$ cat src/rtl/ifetch_unit_if.sv
// Instruction-memory fetch bus: request/address from the fetch unit, data/ready back from memory.
interface ifetch_unit_if #(
    parameter int IMEM_AW = 14
) ();
    logic               imem_req;
    logic [IMEM_AW-1:0] imem_addr;
    logic [31:0]        imem_rdata;
    logic               imem_ready;

    modport master (output imem_req, output imem_addr, input imem_rdata, input imem_ready);
    modport slave  (input imem_req, input imem_addr, output imem_rdata, output imem_ready);
endinterface

$ cat src/rtl/ifetch_unit.sv
// Fetch stage: PC register, req/ready fetch FSM and next-PC selection for the single-cycle CPU.
// Define IFETCH_ALIGN_CHECK_EN to halt with align_err on a misaligned next PC instead of masking it.
module ifetch_unit #(
    parameter logic [31:0] RESET_PC = 32'h0000_0000,
    parameter int          IMEM_AW  = 14
) (
    input  logic          clock,
    input  logic          reset,
    ifetch_unit_if.master imem,
    output logic [31:0]   Instruction,
    output logic          instr_valid,
    output logic [31:0]   PC_plus_4,
    input  logic [31:0]   Add_result,
    input  logic [31:0]   Read_data_1,
    input  logic          Zero,
    input  logic          Branch,
    input  logic          nBranch,
    input  logic          Jmp,
    input  logic          Jal,
    input  logic          Jrn,
`ifdef IFETCH_ALIGN_CHECK_EN
    output logic          align_err,
`endif
    output logic [31:0]   link_addr
);

    typedef enum logic [1:0] {S_REQ, S_WAIT, S_EXEC, S_HALT} state_t;

    state_t      state;
    logic [31:0] pc;
    logic        req;
    logic [31:0] target;
    logic [31:0] next_pc;

    function automatic logic [31:0] select_target(
        input logic [31:0] pc4, input logic [31:0] instr, input logic [31:0] add_res,
        input logic [31:0] rs, input logic zero, input logic beq, input logic bne,
        input logic jmp, input logic jal, input logic jr);
        logic [31:0] t;
        if (jr)
            t = rs;
        else if (jmp || jal)
            t = {pc4[31:28], instr[25:0], 2'b00};
        else if ((beq && zero) || (bne && !zero))
            t = add_res;
        else
            t = pc4;
        return t;
    endfunction

    assign PC_plus_4      = pc + 32'd4;
    assign imem.imem_req  = req;
    assign imem.imem_addr = pc[IMEM_AW+1:2];

    always_comb begin
        target = select_target(PC_plus_4, Instruction, Add_result, Read_data_1,
                               Zero, Branch, nBranch, Jmp, Jal, Jrn);
`ifdef IFETCH_ALIGN_CHECK_EN
        next_pc = target;
`else
        next_pc = target & ~32'h3;
`endif
    end

    always_ff @(posedge clock) begin
        if (reset) begin
            state       <= S_REQ;
            pc          <= RESET_PC;
            Instruction <= 32'h0;
            link_addr   <= 32'h0;
            instr_valid <= 1'b0;
            req         <= 1'b0;
`ifdef IFETCH_ALIGN_CHECK_EN
            align_err   <= 1'b0;
`endif
        end else begin
            case (state)
                // First REQ cycle after reset only raises the request; ready is ignored until then.
                S_REQ: begin
                    if (!req) begin
                        req <= 1'b1;
                    end else if (imem.imem_ready) begin
                        Instruction <= imem.imem_rdata;
                        req         <= 1'b0;
                        instr_valid <= 1'b1;
                        state       <= S_EXEC;
                    end else begin
                        state <= S_WAIT;
                    end
                end
                S_WAIT: begin
                    if (imem.imem_ready) begin
                        Instruction <= imem.imem_rdata;
                        req         <= 1'b0;
                        instr_valid <= 1'b1;
                        state       <= S_EXEC;
                    end
                end
                S_EXEC: begin
                    instr_valid <= 1'b0;
                    if (Jal)
                        link_addr <= PC_plus_4;
`ifdef IFETCH_ALIGN_CHECK_EN
                    if (next_pc[1:0] != 2'b00) begin
                        align_err <= 1'b1;
                        state     <= S_HALT;
                    end else begin
                        pc    <= next_pc;
                        req   <= 1'b1;
                        state <= S_REQ;
                    end
`else
                    pc    <= next_pc;
                    req   <= 1'b1;
                    state <= S_REQ;
`endif
                end
                S_HALT: begin
                    state <= S_HALT;
                end
                default: begin
                    state <= S_REQ;
                end
            endcase
        end
    end

endmodule

$ cat src/flat_wrapper.sv
// flat-port wrapper written by rule: the top's interface ports become plain ports
module ifetch_unit_flat 
#(
    parameter logic [31:0] RESET_PC = 32'h0000_0000,
    parameter int          IMEM_AW  = 14
)
  (clock, reset, Instruction, instr_valid, PC_plus_4, Add_result, Read_data_1, Zero, Branch, nBranch, Jmp, Jal, Jrn, link_addr, imem_imem_req, imem_imem_addr, imem_imem_rdata, imem_imem_ready);
  ifetch_unit_if #(.IMEM_AW(IMEM_AW)) imem_i ();
  input  logic clock;
  input  logic reset;
  output logic [31:0] Instruction;
  output logic instr_valid;
  output logic [31:0] PC_plus_4;
  input  logic [31:0] Add_result;
  input  logic [31:0] Read_data_1;
  input  logic Zero;
  input  logic Branch;
  input  logic nBranch;
  input  logic Jmp;
  input  logic Jal;
  input  logic Jrn;
  output logic [31:0] link_addr;
  output wire logic [$bits(imem_i.imem_req)-1:0] imem_imem_req;
  output wire logic [$bits(imem_i.imem_addr)-1:0] imem_imem_addr;
  input wire logic [$bits(imem_i.imem_rdata)-1:0] imem_imem_rdata;
  input wire logic [$bits(imem_i.imem_ready)-1:0] imem_imem_ready;
  assign imem_imem_req = imem_i.imem_req;
  assign imem_imem_addr = imem_i.imem_addr;
  assign imem_i.imem_rdata = imem_imem_rdata;
  assign imem_i.imem_ready = imem_imem_ready;
  ifetch_unit #(.RESET_PC(RESET_PC), .IMEM_AW(IMEM_AW)) u_core (.clock(clock), .reset(reset), .imem(imem_i), .Instruction(Instruction), .instr_valid(instr_valid), .PC_plus_4(PC_plus_4), .Add_result(Add_result), .Read_data_1(Read_data_1), .Zero(Zero), .Branch(Branch), .nBranch(nBranch), .Jmp(Jmp), .Jal(Jal), .Jrn(Jrn), .link_addr(link_addr));
endmodule
$ cat config.mk
export PLATFORM = sky130hd
export DESIGN_NAME = ifetch_unit_flat
export DESIGN_NICKNAME = d
export VERILOG_FILES = /design/src/rtl/ifetch_unit_if.sv /design/src/rtl/ifetch_unit.sv /design/src/flat_wrapper.sv
export SDC_FILE = /design/constraint.sdc
export NUM_CORES = 1
export LEC_CHECK = 0
export CAP_MARGIN = 20
export CORE_UTILIZATION = 48
export CTS_BUF_LIST = sky130_fd_sc_hd__clkbuf_8
export DETAILED_ROUTE_END_ITERATION = 10
export MAX_ROUTING_LAYER = met4
export PLACE_DENSITY = 0.87
export SKIP_LAST_GASP = 1
export SLEW_MARGIN = 10
export SYNTH_ARGS = -nofsm -noshare
export SYNTH_HDL_FRONTEND = slang
export SYNTH_SLANG_ARGS = --single-unit
$ cat constraint.sdc
create_clock -name clock -period 5.3 [get_ports clock]
set_clock_uncertainty 0.05 [all_clocks]
set_input_delay 1.06 -clock clock [delete_from_list [all_inputs] [get_ports clock]]
set_output_delay 1.06 -clock clock [all_outputs]
set_load 0.01 [all_outputs]
==> results.sh <==
export IMPL_fp_dieArea_um2=11100
export IMPL_crit_slowest_cell="nor3_1"
export IMPL_ys_flop_type="dfxtp_1"
export IMPL_drt_wl_total_um=18400
export IMPL_rows=37
export IMPL_intPower_uw=1610
export IMPL_vias=5689
export IMPL_ff2ff_setup_slack_ns=2.67
export IMPL_hold_violations=0
export IMPL_cts_reportedPaths_clkPinSlew_ns=0.10
export IMPL_dp_hpwl_um=13700
export IMPL_rsz0062_at_grt="no"
export IMPL_vdd_drop_max_v=0.000239
export IMPL_path_class="reg -> out"
export IMPL_crit_family="simple AND/OR/NAND/NOR gates"
export IMPL_crit_required_ns=4.19
export IMPL_min_period_over_period_pct=81.5
export IMPL_cts_resized=0
export IMPL_crit_path_end="PC_plus_4[16]"
export IMPL_min_period_ns=4.32
export IMPL_coreArea_um2=10300
export IMPL_clk_latency_ns=0.37
export IMPL_grt_pass1_vias=5338
export IMPL_grt_pass1_wl_um=28800
export IMPL_reg2reg_from="u_core.pc[2]"
export IMPL_synthCells=661
export IMPL_fin_nets=937
export IMPL_synth_edf_count=0
export IMPL_clkPwrFrac_pct=16.9
export IMPL_crit_path_start_kind="register"
export IMPL_die_x_um=105
export IMPL_wire_per_inst_um=19.1
export IMPL_worst_slack_ns=0.979
export IMPL_slowest_delay_ns=0.66
export IMPL_yosysSeqAreaShare_pct=37.4
export IMPL_ys_top_cells_by_area="dfxtp_1 37%, nand2_1 6.9%, a21oi_1 5.0%"
export IMPL_cts_buffers_inserted=9
export IMPL_synth_area_um2=5130
export IMPL_start_util_pct=49.7
export IMPL_final_layout_size_suffix_gt1_share_pct=5.29
export IMPL_crit_fanout=9
export IMPL_cts_sinks=96
export IMPL_n_fill_cell=815
export IMPL_drcViolationCount=0
export IMPL_vias_per_cell=5.88
export IMPL_gr_total_overflow=0
export IMPL_timing_rr_end="u_core.pc[26]"
export IMPL_drtAntennaViolNets=0
export IMPL_cts_tree="built"
export IMPL_drv_slew=0
export IMPL_powerDensity_nw_per_um2=360
export IMPL_post_cts_buffers=0
export IMPL_syn_area_per_cell_um2=7.76
export IMPL_crit_buf_inv=2
export IMPL_hp_class="reg -> reg"
export IMPL_antenna_found_initial=0
export IMPL_syn2layout_area_growth_pct=42.6
export IMPL_postCtsHoldBufs=0
export IMPL_pwr_share_comb_pct=44.9
export IMPL_place_congestion=0.873
export IMPL_async_flop_share_pct=0
export IMPL_io_pins=217
export IMPL_port_buffer_count=208
export IMPL_synth_largest_area_cell="dfxtp_1"
export IMPL_setup_tns_ns=0
export IMPL_synth_cell_type_count=70
export IMPL_relSlewSlack_pct=28.9
export IMPL_drt_initial_drc_count=438
export IMPL_clockRootBuffer="clkbuf_8"
export IMPL_first_pass_iters=5
export IMPL_grt_usage_pct=34.0
export IMPL_worst_hold_slack_ns=0.416
export IMPL_ys_ff_latch=96
export IMPL_h_tree_depth=3
export IMPL_crit_chain="ha_1 -> nand2_1 -> nor3_1 -> nand3_1 -> xor2_1 -> inv_1 -> clkdlybuf4s50_1"
export IMPL_reg2reg_depth=6
export IMPL_critPathArrivalTime_ns=3.21
export IMPL_finalSetupViolations=0
export IMPL_p_leak_uw=0.00262
export IMPL_synthTopCellsByCount="96 x dfxtp_1, 95 x nand2_1, 64 x nor2_1"
export IMPL_die_h_um=105
export IMPL_outcome="completed"
export IMPL_cp_end_kind="primary output"
export IMPL_grt_max_degree=41
export IMPL_preCtsSetupSlack_ns=1.46
export IMPL_cp_num_cells=7
export IMPL_tightest_slew_ns=1.06
export IMPL_drv_cap=0
export IMPL_synth_most_common_cell="dfxtp_1"
export IMPL_n_antenna_cell=0
export IMPL_switchingPower_uw=1020
export IMPL_p_seq_share_pct=38.2
export IMPL_max_freq_ghz=0.231
export IMPL_clk_path_buf_depth=2
export IMPL_synth_largest_type_area_fraction_pct=37.4
export IMPL_yosysWarningCount=0
export IMPL_startpoint="u_core.pc[2]"
export IMPL_switching_share_pct=38.9
worst min-delay path by stage:
stage,startpoint,to,slack [ns],depth (start not counted)
after global placement,u_core.Instruction[31],u_core.Instruction[31],0.39,2
final,u_core.Instruction[26],u_core.Instruction[26],0.42,2
after detailed placement,u_core.Instruction[31],u_core.Instruction[31],0.40,2
after floorplan,u_core.pc[29],u_core.pc[29],0.43,2
after CTS,u_core.Instruction[26],u_core.Instruction[26],0.42,2
after global routing,u_core.link_addr[3],u_core.link_addr[3],0.43,2
tightest hold or removal path: cells and delay by family, from the launching register on:
kind,cells,cell delay (ns)
flops,1,0.32
compound gates,1,0.06
simple gates,1,0.05
cells by family after synthesis:
| family | count (synthesis) | share of synthesized area (%) |
|---|---|---|
| AO/OA/AOI/OAI | 200 | 26.6 |
| XOR/XNOR | 27 | 4.61 |
| adder cells (fa/ha/maj) | 5 | 1.22 |
| buffers and inverters | 86 | 7.95 |
| flip-flops | 96 | 37.4 |
| multiplexers | 2 | 0.414 |
| other | 1 | 0.0731 |
| AND/OR/NAND/NOR | 244 | 21.6 |
sequential cells by signal (all words and copies together), names as in the netlist:
| register | cells |
|---|---|
| u_core.instr_valid | 1 |
| u_core.Instruction | 32 |
| u_core.pc | 30 |
| u_core.link_addr | 30 |
| u_core.state | 2 |
| u_core.imem.imem_req | 1 |
power by group through the flow:
| stage | logic [uW] | clock network [uW] | registers, uW |
|---|---|---|---|
| after floorplan | 628 | 0 | 1020 |
| after global placement | 1130 | 0 | 1010 |
| after detailed placement | 1160 | 0 | 1020 |
| after CTS | 1160 | 448 | 1000 |
| after global routing | 1280 | 477 | 1030 |
| final | 1180 | 445 | 1010 |
layout make-up:
type / count / area (um^2) / area share, %
inverter: 20 / 75.1 / 1.03
clock inverter: 6 / 36.3 / 0.496
tap: 136 / 170 / 2.33
clock buffer: 10 / 138 / 1.88
sequential: 96 / 1920 / 26.3
timing repair buffer: 218 / 2160 / 29.6
multi-input combinational: 482 / 2810 / 38.5
stage by stage:
| step | cell area [um^2] | total power (uW) | cells | util, % |
|---|---|---|---|---|
| finish | 7320 | 2630 | 968 | 70.9 |
| global placement | 7120 | 2140 | 950 | 68.9 |
| detailed placement | 7120 | 2170 | 950 | 68.9 |
| global route | 7320 | 2780 | 968 | 70.9 |
| CTS | 7290 | 2610 | 966 | 70.6 |
| floorplan | 5140 | 1640 | 664 | - |
routing by layer:
metal | wire, um | global-route usage [%]
met5 | 0 | -
met4 | 458 | 10.5
met3 | 1400 | 4.33
met2 | 8580 | 53.1
met1 | 8010 | 45.8
layout by cell type (no fill, tap or decap), types with 6 or more instances in the layout:
master,n
clkdlybuf4s50_1,207
dfxtp_1,96
nand2_1,95
nor2_1,64
a21oi_1,51
o21ai_0,42
nor3_1,24
nand3_1,22
inv_1,20
xnor2_1,15
a211oi_1,15
a221oi_1,13
xor2_1,12
clkbuf_8,10
nand4_1,8
o21ba_2,8
buf_4,8
o22ai_1,7
o21a_1,6
Power figures use the tool's default switching activity.
